File: config.mk
export PLATFORM = sky130hd
export DESIGN_NAME = usb_buffer_arbiter_flat
export DESIGN_NICKNAME = d
export VERILOG_FILES = /design/src/rtl/usb_buffer_pkg.sv /design/src/rtl/usb_buffer_arbiter_if.sv /design/src/rtl/usb_buffer_arbiter_round_robin_pick.sv /design/src/rtl/usb_buffer_arbiter.sv /design/src/flat_wrapper.sv
export SDC_FILE = /design/constraint.sdc
export NUM_CORES = 1
export LEC_CHECK = 0
export CAP_MARGIN = 40
export CELL_PAD_IN_SITES_DETAIL_PLACEMENT = 0
export CELL_PAD_IN_SITES_GLOBAL_PLACEMENT = 1
export CORE_MARGIN = 2
export CORE_UTILIZATION = 15
export CTS_CLUSTER_DIAMETER = 100
export DETAILED_ROUTE_END_ITERATION = 7
export PLACE_DENSITY_LB_ADDON = 0.12
export SETUP_SLACK_MARGIN = 0.15
export SYNTH_ARGS = -nofsm -noshare
export SYNTH_HDL_FRONTEND = slang
export SYNTH_SLANG_ARGS = --single-unit
File: constraint.sdc
create_clock -name clk24 -period 5.6 [get_ports clk24]
set_clock_uncertainty 0.1 [all_clocks]
set_input_delay 0.84 -clock clk24 [delete_from_list [all_inputs] [get_ports clk24]]
set_output_delay 0.84 -clock clk24 [all_outputs]
set_load 0.01 [all_outputs]
File: src/rtl/usb_buffer_pkg.sv
// Shared definitions for the USB packet buffer arbiter: FSM encoding and
// the buffer geometry / bus window constants used by the surrounding SoC.
package usb_buffer_pkg;

    // OPEN: round-robin between CPU and USB. LOCKED: USB owns the buffer.
    typedef enum logic {
        ST_OPEN   = 1'b0,
        ST_LOCKED = 1'b1
    } arb_state_e;

    localparam int          USB_PACKET_BUFFER_WORDS = 256;
    localparam logic [31:0] USB_BUFFER_BASE_ADDR    = 32'hc000_0000;

endpackage

File: src/rtl/usb_buffer_arbiter_if.sv
// Bundle of every requester, RAM and debug signal around the buffer arbiter.
// Handshake: a requester holds *_req with address/sections/data stable; the
// access happens in the cycle *_grant is high (combinational, same cycle).
// A granted read (sections == 0) returns *_read_valid/*_read_value exactly
// one cycle later. Dropping *_req before a grant withdraws the request.
interface usb_buffer_arbiter_if
    import usb_buffer_pkg::*;
#(
    parameter int ADDR_WIDTH = 8,
    parameter int DATA_WIDTH = 32
);
    localparam int SEC_WIDTH = DATA_WIDTH / 8;

    logic                  cpu_req;
    logic [ADDR_WIDTH-1:0] cpu_addr;
    logic [SEC_WIDTH-1:0]  cpu_write_sections;
    logic [DATA_WIDTH-1:0] cpu_write_value;
    logic                  cpu_grant;
    logic                  cpu_read_valid;
    logic [DATA_WIDTH-1:0] cpu_read_value;

    logic                  usb_req;
    logic [ADDR_WIDTH-1:0] usb_addr;
    logic [SEC_WIDTH-1:0]  usb_write_sections;
    logic [DATA_WIDTH-1:0] usb_write_value;
    logic                  usb_lock;
    logic                  usb_grant;
    logic                  usb_read_valid;
    logic [DATA_WIDTH-1:0] usb_read_value;
    logic                  usb_locked;

    logic                  ram_enable;
    logic [ADDR_WIDTH-1:0] ram_addr;
    logic [SEC_WIDTH-1:0]  ram_write_sections;
    logic [DATA_WIDTH-1:0] ram_write_value;
    logic [DATA_WIDTH-1:0] ram_read_value;

    arb_state_e            dbg_state;
    logic                  dbg_ptr_usb;

    // Arbiter side.
    modport slave (
        input  cpu_req, cpu_addr, cpu_write_sections, cpu_write_value,
        output cpu_grant, cpu_read_valid, cpu_read_value,
        input  usb_req, usb_addr, usb_write_sections, usb_write_value, usb_lock,
        output usb_grant, usb_read_valid, usb_read_value, usb_locked,
        output ram_enable, ram_addr, ram_write_sections, ram_write_value,
        input  ram_read_value,
        output dbg_state, dbg_ptr_usb
    );

    // Requester / RAM side.
    modport master (
        output cpu_req, cpu_addr, cpu_write_sections, cpu_write_value,
        input  cpu_grant, cpu_read_valid, cpu_read_value,
        output usb_req, usb_addr, usb_write_sections, usb_write_value, usb_lock,
        input  usb_grant, usb_read_valid, usb_read_value, usb_locked,
        input  ram_enable, ram_addr, ram_write_sections, ram_write_value,
        output ram_read_value,
        input  dbg_state, dbg_ptr_usb
    );
endinterface

File: src/rtl/usb_buffer_arbiter_round_robin_pick.sv
// Two-way round-robin pick. Side A is the CPU, side B the USB engine.
// The pointer names the side that wins the next contended cycle and is
// moved to the opposite side of whoever was granted.
module round_robin_pick (
    input  logic clk_i,
    input  logic rst_ni,
    input  logic en_i,
    input  logic req_a_i,
    input  logic req_b_i,
    input  logic force_a_i,
    output logic grant_a_o,
    output logic grant_b_o,
    output logic ptr_b_o
);
    logic ptr_b_q;
    logic ptr_b_d;

    // Grant decision and pointer update; a forced reset of the pointer to
    // side A wins over any grant-driven update.
    always_comb begin
        grant_a_o = 1'b0;
        grant_b_o = 1'b0;
        if (en_i) begin
            if (req_a_i && req_b_i) begin
                grant_a_o = !ptr_b_q;
                grant_b_o = ptr_b_q;
            end else begin
                grant_a_o = req_a_i;
                grant_b_o = req_b_i;
            end
        end
        ptr_b_d = ptr_b_q;
        if (force_a_i) begin
            ptr_b_d = 1'b0;
        end else if (grant_a_o) begin
            ptr_b_d = 1'b1;
        end else if (grant_b_o) begin
            ptr_b_d = 1'b0;
        end
    end

    // Pointer register; CPU has priority out of reset.
    always_ff @(posedge clk_i or negedge rst_ni) begin
        if (!rst_ni) begin
            ptr_b_q <= 1'b0;
        end else begin
            ptr_b_q <= ptr_b_d;
        end
    end

    assign ptr_b_o = ptr_b_q;
endmodule

File: src/rtl/usb_buffer_arbiter.sv
// Shares the single-port USB packet buffer RAM between the CPU bus window
// and the USB packet engine. Round-robin in OPEN; in LOCKED the USB engine
// owns the RAM, except that after MAX_LOCK_CYCLES USB grants one waiting
// CPU access is let through so the CPU cannot starve.
module usb_buffer_arbiter
    import usb_buffer_pkg::*;
#(
    parameter int ADDR_WIDTH      = 8,
    parameter int DATA_WIDTH      = 32,
    parameter int MAX_LOCK_CYCLES = 64
) (
    input logic                 clk24,
    input logic                 reset_n,
    usb_buffer_arbiter_if.slave bus
);
    localparam int             CNT_W   = $clog2(MAX_LOCK_CYCLES + 1);
    localparam logic [CNT_W-1:0] CNT_MAX = CNT_W'(MAX_LOCK_CYCLES);

    arb_state_e       state_q, state_d;
    logic [CNT_W-1:0] cnt_q, cnt_d;
    logic             rd_cpu_q, rd_cpu_d;
    logic             rd_usb_q, rd_usb_d;

    logic cpu_grant;
    logic usb_grant;
    logic pick_en;
    logic pick_cpu;
    logic pick_usb;
    logic lock_drop;
    logic ptr_usb;

    // Grants are gated by reset_n so they fall the instant reset asserts.
    assign pick_en = reset_n && (state_q == ST_OPEN);

    round_robin_pick u_pick (
        .clk_i     (clk24),
        .rst_ni    (reset_n),
        .en_i      (pick_en),
        .req_a_i   (bus.cpu_req),
        .req_b_i   (bus.usb_req),
        .force_a_i (lock_drop),
        .grant_a_o (pick_cpu),
        .grant_b_o (pick_usb),
        .ptr_b_o   (ptr_usb)
    );

    // Lock FSM: next state, lock counter and the grant actually issued.
    // Dropping the lock never grants the CPU in the same cycle; the CPU
    // competes again in OPEN from the following cycle.
    always_comb begin
        state_d   = state_q;
        cnt_d     = cnt_q;
        cpu_grant = 1'b0;
        usb_grant = 1'b0;
        lock_drop = 1'b0;
        if (reset_n) begin
            case (state_q)
                ST_OPEN: begin
                    cpu_grant = pick_cpu;
                    usb_grant = pick_usb;
                    if (pick_usb && bus.usb_lock) begin
                        state_d = ST_LOCKED;
                        cnt_d   = CNT_W'(1);
                    end
                end
                ST_LOCKED: begin
                    if (!bus.usb_lock) begin
                        usb_grant = bus.usb_req;
                        state_d   = ST_OPEN;
                        cnt_d     = '0;
                        lock_drop = 1'b1;
                    end else if ((cnt_q == CNT_MAX) && bus.cpu_req) begin
                        cpu_grant = 1'b1;
                        cnt_d     = '0;
                    end else if (bus.usb_req) begin
                        usb_grant = 1'b1;
                        if (cnt_q != CNT_MAX) begin
                            cnt_d = cnt_q + CNT_W'(1);
                        end
                    end
                end
                default: state_d = ST_OPEN;
            endcase
        end
    end

    // Read-owner flags: remember who issued a read so its data is routed
    // back the cycle after the grant.
    always_comb begin
        rd_cpu_d = cpu_grant && !(|bus.cpu_write_sections);
        rd_usb_d = usb_grant && !(|bus.usb_write_sections);
    end

    // State, counter and read-owner registers.
    always_ff @(posedge clk24 or negedge reset_n) begin
        if (!reset_n) begin
            state_q  <= ST_OPEN;
            cnt_q    <= '0;
            rd_cpu_q <= 1'b0;
            rd_usb_q <= 1'b0;
        end else begin
            state_q  <= state_d;
            cnt_q    <= cnt_d;
            rd_cpu_q <= rd_cpu_d;
            rd_usb_q <= rd_usb_d;
        end
    end

    // RAM request mux; idle cycles drive all-zero address/sections/data.
    always_comb begin
        bus.ram_enable         = cpu_grant | usb_grant;
        bus.ram_addr           = '0;
        bus.ram_write_sections = '0;
        bus.ram_write_value    = '0;
        if (cpu_grant) begin
            bus.ram_addr           = bus.cpu_addr;
            bus.ram_write_sections = bus.cpu_write_sections;
            bus.ram_write_value    = bus.cpu_write_value;
        end else if (usb_grant) begin
            bus.ram_addr           = bus.usb_addr;
            bus.ram_write_sections = bus.usb_write_sections;
            bus.ram_write_value    = bus.usb_write_value;
        end
    end

    // Requester-facing outputs; read data only reaches the read owner.
    always_comb begin
        bus.cpu_grant      = cpu_grant;
        bus.usb_grant      = usb_grant;
        bus.cpu_read_valid = rd_cpu_q;
        bus.usb_read_valid = rd_usb_q;
        bus.cpu_read_value = rd_cpu_q ? bus.ram_read_value : '0;
        bus.usb_read_value = rd_usb_q ? bus.ram_read_value : '0;
        bus.usb_locked     = (state_q == ST_LOCKED);
        bus.dbg_state      = state_q;
        bus.dbg_ptr_usb    = ptr_usb;
    end
endmodule

File: src/flat_wrapper.sv
// flat-port wrapper written by rule: the top's interface ports become plain ports
module usb_buffer_arbiter_flat import usb_buffer_pkg::*;
#(
    parameter int ADDR_WIDTH      = 8,
    parameter int DATA_WIDTH      = 32,
    parameter int MAX_LOCK_CYCLES = 64
)
  (clk24, reset_n, bus_cpu_req, bus_cpu_addr, bus_cpu_write_sections, bus_cpu_write_value, bus_cpu_grant, bus_cpu_read_valid, bus_cpu_read_value, bus_usb_req, bus_usb_addr, bus_usb_write_sections, bus_usb_write_value, bus_usb_lock, bus_usb_grant, bus_usb_read_valid, bus_usb_read_value, bus_usb_locked, bus_ram_enable, bus_ram_addr, bus_ram_write_sections, bus_ram_write_value, bus_ram_read_value, bus_dbg_state, bus_dbg_ptr_usb);
  usb_buffer_arbiter_if #(.ADDR_WIDTH(ADDR_WIDTH), .DATA_WIDTH(DATA_WIDTH)) bus_i ();
  input logic clk24;
  input logic reset_n;
  input wire logic [$bits(bus_i.cpu_req)-1:0] bus_cpu_req;
  input wire logic [$bits(bus_i.cpu_addr)-1:0] bus_cpu_addr;
  input wire logic [$bits(bus_i.cpu_write_sections)-1:0] bus_cpu_write_sections;
  input wire logic [$bits(bus_i.cpu_write_value)-1:0] bus_cpu_write_value;
  output wire logic [$bits(bus_i.cpu_grant)-1:0] bus_cpu_grant;
  output wire logic [$bits(bus_i.cpu_read_valid)-1:0] bus_cpu_read_valid;
  output wire logic [$bits(bus_i.cpu_read_value)-1:0] bus_cpu_read_value;
  input wire logic [$bits(bus_i.usb_req)-1:0] bus_usb_req;
  input wire logic [$bits(bus_i.usb_addr)-1:0] bus_usb_addr;
  input wire logic [$bits(bus_i.usb_write_sections)-1:0] bus_usb_write_sections;
  input wire logic [$bits(bus_i.usb_write_value)-1:0] bus_usb_write_value;
  input wire logic [$bits(bus_i.usb_lock)-1:0] bus_usb_lock;
  output wire logic [$bits(bus_i.usb_grant)-1:0] bus_usb_grant;
  output wire logic [$bits(bus_i.usb_read_valid)-1:0] bus_usb_read_valid;
  output wire logic [$bits(bus_i.usb_read_value)-1:0] bus_usb_read_value;
  output wire logic [$bits(bus_i.usb_locked)-1:0] bus_usb_locked;
  output wire logic [$bits(bus_i.ram_enable)-1:0] bus_ram_enable;
  output wire logic [$bits(bus_i.ram_addr)-1:0] bus_ram_addr;
  output wire logic [$bits(bus_i.ram_write_sections)-1:0] bus_ram_write_sections;
  output wire logic [$bits(bus_i.ram_write_value)-1:0] bus_ram_write_value;
  input wire logic [$bits(bus_i.ram_read_value)-1:0] bus_ram_read_value;
  output wire logic [$bits(bus_i.dbg_state)-1:0] bus_dbg_state;
  output wire logic [$bits(bus_i.dbg_ptr_usb)-1:0] bus_dbg_ptr_usb;
  assign bus_i.cpu_req = bus_cpu_req;
  assign bus_i.cpu_addr = bus_cpu_addr;
  assign bus_i.cpu_write_sections = bus_cpu_write_sections;
  assign bus_i.cpu_write_value = bus_cpu_write_value;
  assign bus_cpu_grant = bus_i.cpu_grant;
  assign bus_cpu_read_valid = bus_i.cpu_read_valid;
  assign bus_cpu_read_value = bus_i.cpu_read_value;
  assign bus_i.usb_req = bus_usb_req;
  assign bus_i.usb_addr = bus_usb_addr;
  assign bus_i.usb_write_sections = bus_usb_write_sections;
  assign bus_i.usb_write_value = bus_usb_write_value;
  assign bus_i.usb_lock = bus_usb_lock;
  assign bus_usb_grant = bus_i.usb_grant;
  assign bus_usb_read_valid = bus_i.usb_read_valid;
  assign bus_usb_read_value = bus_i.usb_read_value;
  assign bus_usb_locked = bus_i.usb_locked;
  assign bus_ram_enable = bus_i.ram_enable;
  assign bus_ram_addr = bus_i.ram_addr;
  assign bus_ram_write_sections = bus_i.ram_write_sections;
  assign bus_ram_write_value = bus_i.ram_write_value;
  assign bus_i.ram_read_value = bus_ram_read_value;
  assign bus_dbg_state = bus_i.dbg_state;
  assign bus_dbg_ptr_usb = bus_i.dbg_ptr_usb;
  usb_buffer_arbiter #(.ADDR_WIDTH(ADDR_WIDTH), .DATA_WIDTH(DATA_WIDTH), .MAX_LOCK_CYCLES(MAX_LOCK_CYCLES)) u_core (.clk24(clk24), .reset_n(reset_n), .bus(bus_i));
endmodule
== Word level (Yosys, flattened, before mapping) ==
Index checks and enable logic that the tools add are counted.

* Input bits: 125
* Output and inout bits: 116
* Flip-flop bits (word level): 11
* Word-level logic and storage cells: 62

* Muxes and demuxes: 36
* Equal/unequal tests: 5
* Add/subtract/negate cells: 1
* Bitwise logic cells: 2
* Reduce and logical (&&, ||, !) cells: 13

{| class="wikitable"
|+ Operators by type and width
! cell !! number
|-
| 32-bit 2-to-1 mux || 4
|-
| 7-bit 2-to-1 mux || 5
|-
| 1-bit 2-to-1 mux || 19
|-
| 8-bit 2-to-1 mux || 2
|-
| 7-bit one-hot mux with 2 select lines || 1
|-
| 4-bit 2-to-1 mux || 2
|-
| 4-bit inequality test (second input constant) || 2
|-
| 4-bit OR reduction || 2
|-
| 7-bit by 1-bit adder with 7-bit output (second input constant) || 1
|-
| 7-bit == test (second input constant) || 1
|-
| 7-bit inequality test (second input constant) || 1
|-
| 1-bit logical AND || 6
|-
| 1-bit one-hot mux with 2 select lines || 3
|-
| 4-bit AND reduction || 1
|-
| 1-bit logical NOT || 3
|-
| 3-bit nonzero test || 1
|-
| 2-bit inequality test (second input constant) || 1
|-
| 1-bit inverter || 1
|-
| 1-bit bitwise OR || 1
|}

== Longest topological paths before layout ==
* Word-level depth: 8
* Depth in mapped cells: 9
* Gate-level depth less buffers: 7

== By module ==
Synthesis repeated with hierarchy kept, for this count alone.

* Cells, all modules: 206
* Area total of the unflattened synthesis: 1,657.8 um2

{| class="wikitable"
|+ Modules (own cells, without submodules)
! module !! times used !! cells an instance !! seq. area each (um2) !! area an instance (um2)
|-
| usb_buffer_arbiter || 1 || 198 || 250.2 || 1,597.8
|-
| round_robin_pick || 1 || 8 || 25.0 || 60.1
|}

== Worst setup path before layout ==
OpenSTA, ideal clock, no wires.

* Kind: input -> output
* Start point: input bus_usb_lock
* End point: output bus_ram_addr[3]
* Arrival: 1.817 ns
* Stages: 6
* Buffers on the path: 2
* Slack: 2.843 ns
* Data required time: 4.660 ns
* Cell sequence: nand4_1 -> o21ai_1 -> a211oi_1 -> buf_2 -> buf_2 -> a22o_1

* Word-level cells in the longest chain between the ends: 5
* Elaborated cells between the ends (all ways): 8
* Classes of those cells: mux: 8

{| class="wikitable"
|+ Ends and longest elaborated chain
! element !! line !! RTL
|-
| start, declared || flat_wrapper.sv:23 || <nowiki>input wire logic [$bits(bus_i.usb_lock)-1:0] bus_usb_lock;</nowiki>
|-
| 1-bit 2-to-1 mux || usb_buffer_arbiter.sv:67 || <nowiki>if (!bus.usb_lock) begin</nowiki>
|-
| 1-bit one-hot mux with 2 select lines || usb_buffer_arbiter.sv:57 || <nowiki>case (state_q)</nowiki>
|-
| 1-bit 2-to-1 mux || usb_buffer_arbiter.sv:56 || <nowiki>if (reset_n) begin</nowiki>
|-
| 8-bit 2-to-1 mux || usb_buffer_arbiter.sv:119 || <nowiki>end else if (usb_grant) begin</nowiki>
|-
| 8-bit 2-to-1 mux * || usb_buffer_arbiter.sv:115 || <nowiki>if (cpu_grant) begin</nowiki>
|-
| end, declared || flat_wrapper.sv:29 || <nowiki>output wire logic [$bits(bus_i.ram_addr)-1:0] bus_ram_addr;</nowiki>
|}

Mark *: on every way between the ends. The rest lies on a longest branch, timed or not.

== Worst setup path in the final report ==
* Start point: input reset_n
* End point: output bus_ram_addr[3]

* Word-level cells in the longest chain between the ends: 6
* Elaborated cells between the ends (all ways): 9
* Classes of those cells: mux: 8; reduce/logical: 1

{| class="wikitable"
|+ Ends and longest elaborated chain
! element !! line !! RTL
|-
| start, declared || flat_wrapper.sv:11 || <nowiki>input logic reset_n;</nowiki>
|-
| 1-bit logical AND || usb_buffer_arbiter.sv:33 || <nowiki>assign pick_en = reset_n && (state_q == ST_OPEN);</nowiki>
|-
| 1-bit 2-to-1 mux || usb_buffer_arbiter_round_robin_pick.sv:23 || <nowiki>if (en_i) begin</nowiki>
|-
| 1-bit one-hot mux with 2 select lines || usb_buffer_arbiter.sv:57 ||
|-
| 1-bit 2-to-1 mux || usb_buffer_arbiter.sv:56 ||
|-
| 8-bit 2-to-1 mux || usb_buffer_arbiter.sv:119 ||
|-
| 8-bit 2-to-1 mux * || usb_buffer_arbiter.sv:115 ||
|}

Marked as above.

==> key figures <==
Final layout
  • Multi-input logic area: 1220 um2
  • Final instance area: 4220 um2
  • N_diodes: 0
  • Layout cells sized above 1: 4.62%
  • Filler instances: 1061
  • Sequential Area: 275 um2
  • Net count, final: 561
  • Synthesis-to-finish area growth: 164%

Pwr
  • Worst VDD drop: 0.0680 mV
  • Total power after layout: 0.000510 W
  • Leakage: 1.61 nW
  • Pwr dens: 121 nW/um2

Flow run
  • Max-capacitance violation count: 0

Place
  • Place WS: 1.33 ns
  • Post-DP Area: 4170 um2
  • Dpl hpwl: 7650 um
  • Routability Congestion: 0.773
  • Port buffer count: 240

STA
  • Final WS setup: 1.37 ns
  • Setup tns final: 0 ns
  • Period utilisation layout: 75.6%
  • Max_slew headroom: 66.9%
  • Crit path time final: 4.23 ns
  • Slew Viols, Final: 0
  • Final setup fails: 0
  • Hold Vio Cnt, Final: 0
  • RSZ-0062 raised after global routing: no
  • Worst slew pin tran: 0.497 ns
  • Max Freq: 0.236 GHz

Yosys
  • Asr flop ratio synth: 100%
  • Library cells used by synthesis: 36
  • Mean Syn Cell Area: 7.87 um2
  • Seq/Total Area, Yosys: 17.2%
  • Top FF cell, synth: dfrtp_1
  • Post-synth top area share: 26.2%
  • Most common cell in the synthesized netlist: and2_1
  • EDFF count, synth: 0
  • Cell taking the most area after synthesis: and2_1
  • Synthesized flop and latch total: 11
  • Synth Instances: 203
  • Commonest cells in the netlist: 67 x and2_1, 44 x a22o_1, 11 x dfrtp_1
  • Dominant cells by area after synthesis: and2_1 26%, a22o_1 24%, dfrtp_1 17%
  • Mapped Nets: 330
  • Synthesized cell area: 1600 um2
  • Synth Warn #: 0

Critical path
  • Worst setup SP type: input port
  • Critical path buffers and inverters: 4
  • Slowest stage delay, CP: 0.55 ns
  • Worst-path fanout max: 34
  • Cell Chain, Critical Path: clkdlybuf4s50_1 > buf_4 > o211ai_1 > a21oi_4 > buf_4 > a22o_1 > clkdlybuf4s50_1
  • Largest delay contributor family on the critical path: buffers and inverters
  • Crit path DAT: 3.29 ns
  • Critical Path End Type: output port
  • Slowest cell on crit path: clkdlybuf4s50_1
  • Crit path required time: 4.66 ns
  • Crit path kind: in -> out

Floorplan
  • Die Wd: 107 um
  • Initial Util: 15.5%
  • Top Ports: 241
  • Placeable Area: 10300 um2
  • Die footprint: 11500 um2
  • Die Height: 107 um
  • FP Rows: 37

CTS
  • Post-CTS resize count: 0
  • Post-CTS setup buffer count: 0
  • Clock Sinks: 11
  • Cts hold-fix bufs: 0
  • CTS buffer count: 3
  • Clk buf depth: 2
  • Worst skew pair latency: 0.24 ns
  • Reg clk slew, reported paths: 0.05 ns
  • Root Buffer: clkbuf_8
  • CTS H-tree lvls: 1
  • TritonCTS clock tree: yes

GRT
  • First-pass GRT wire length: 13000 um
  • Vias in the first global route: 2246
  • Routing usage on met3: 5.23%
  • Largest net degree at the start of global routing: 48
  • Total grt overflow: 0
  • Busiest grt layer: met2
  • Overall Global Routing Usage: 14.5%
  • Met2 GRT Util: 26.1%
  • Met1 Usage GRT: 16.6%
  • Initial antenna violation count: 0

Detailed routing
  • DRC: 0
  • Via count: 2391
  • Routed WL: 9140 um
  • Routed vias/inst: 4.20
  • Initial DRC count: 103
  • TritonRoute pass-1 iters: 4
  • Final ANT Viol Nets: 0
  • Routed len/inst: 16.1 um

Run status
  • Status: finished clean

Worst hold path
  • Min-Delay Path Class: reg -> reg
==> final cells by class <==
class,instances,area share (%)
Tap cell,136,4.04
Inverter,7,0.623
Clock buffer,4,1.07
Timing Repair Buffer,245,58.8
Multi-Input combinational cell,166,28.9
Sequential cell,11,6.53
==> final timing paths <==
path	cells past startpoint	slack, ns	start	to
max	7	1.37	reset_n	bus_ram_addr[3]
min	2	0.46	u_core.cnt_q[6]	u_core.cnt_q[6]
max reg2reg	8	3.19	u_core.cnt_q[0]	u_core.bus.cpu_read_valid
min reg2reg	2	0.46	u_core.cnt_q[6]	u_core.cnt_q[6]
max in group asynchronous	2	4.36	reset_n	u_core.bus.cpu_read_valid
min in group asynchronous	2	0.83	reset_n	u_core.cnt_q[1]
==> state kept, by name (all words and copies together), names as in the netlist <==
register                   count
u_core.bus.cpu_read_valid      1
u_core.u_pick.ptr_b_o          1
u_core.cnt_q                   7
u_core.bus.usb_read_valid      1
u_core.bus.dbg_state           1
==> where the power goes <==
group / switching (W) / internal (W) / total (W) / leakage (nW)
combinational: 0.000121 / 0.000199 / 0.000320 / 1.44
clock: 0.0000314 / 0.0000501 / 0.0000815 / 0.0228
sequential: 0.0000188 / 0.0000899 / 0.000109 / 0.146
total: 0.000171 / 0.000339 / 0.000510 / 1.61
==> through the flow <==
stage	hold slack (ns)	instances	util, %
3_5_place_dp	0.465	565	40.4
4_1_cts	0.470	569	40.8
6_report	0.461	569	40.8
3_3_place_gp	0.443	563	39.9
2_1_floorplan	0.422	203	-
5_1_grt	0.506	569	40.8
==> worst min-delay path, stage by stage, from the launching register on <==
cell and delay (ns):
dfrtp_1 0.35, or3_1 0.11, a21oi_1 0.06
==> cells in the final DEF (no fill, tap or decap), types with 2 or more instances in the layout <==
cell               n
nor4_1             2
clkbuf_8           3
or3_1              3
nand3_1            2
mux2_2             2
nand2_1            6
o21ai_0            5
buf_16             2
a22o_1            44
nor2_1             4
a21oi_1            6
clkdlybuf4s50_1  240
buf_4              3
nand4_1            2
and3_2             2
and2_1            67
ha_1               2
dfrtp_1           11
inv_1              7
==> layer usage <==
metal | part of all wire, % | vias to the layer above
li1 | - | 1193
met1 | 38 | 1051
met2 | 49 | 139
met3 | 12 | 8
met4 | 1.2 | 0
met5 | 0 | -
==> kinds of logic (layout without fill, tap and decap cells) <==
kind of cell	count (synthesis)	count (layout)	share of synthesized area, %
and+or+nand+nor	94	94	36.4
AOI/OAI and AO/OA	67	67	34.9
buffers and inverters	26	256	7.91
DFF	11	11	17.2
adders and majority gates	2	2	1.57
muxes	2	2	1.41
xor gates and xnor gates	1	1	0.548
No activity file was read; power rests on OpenSTA's default activity.
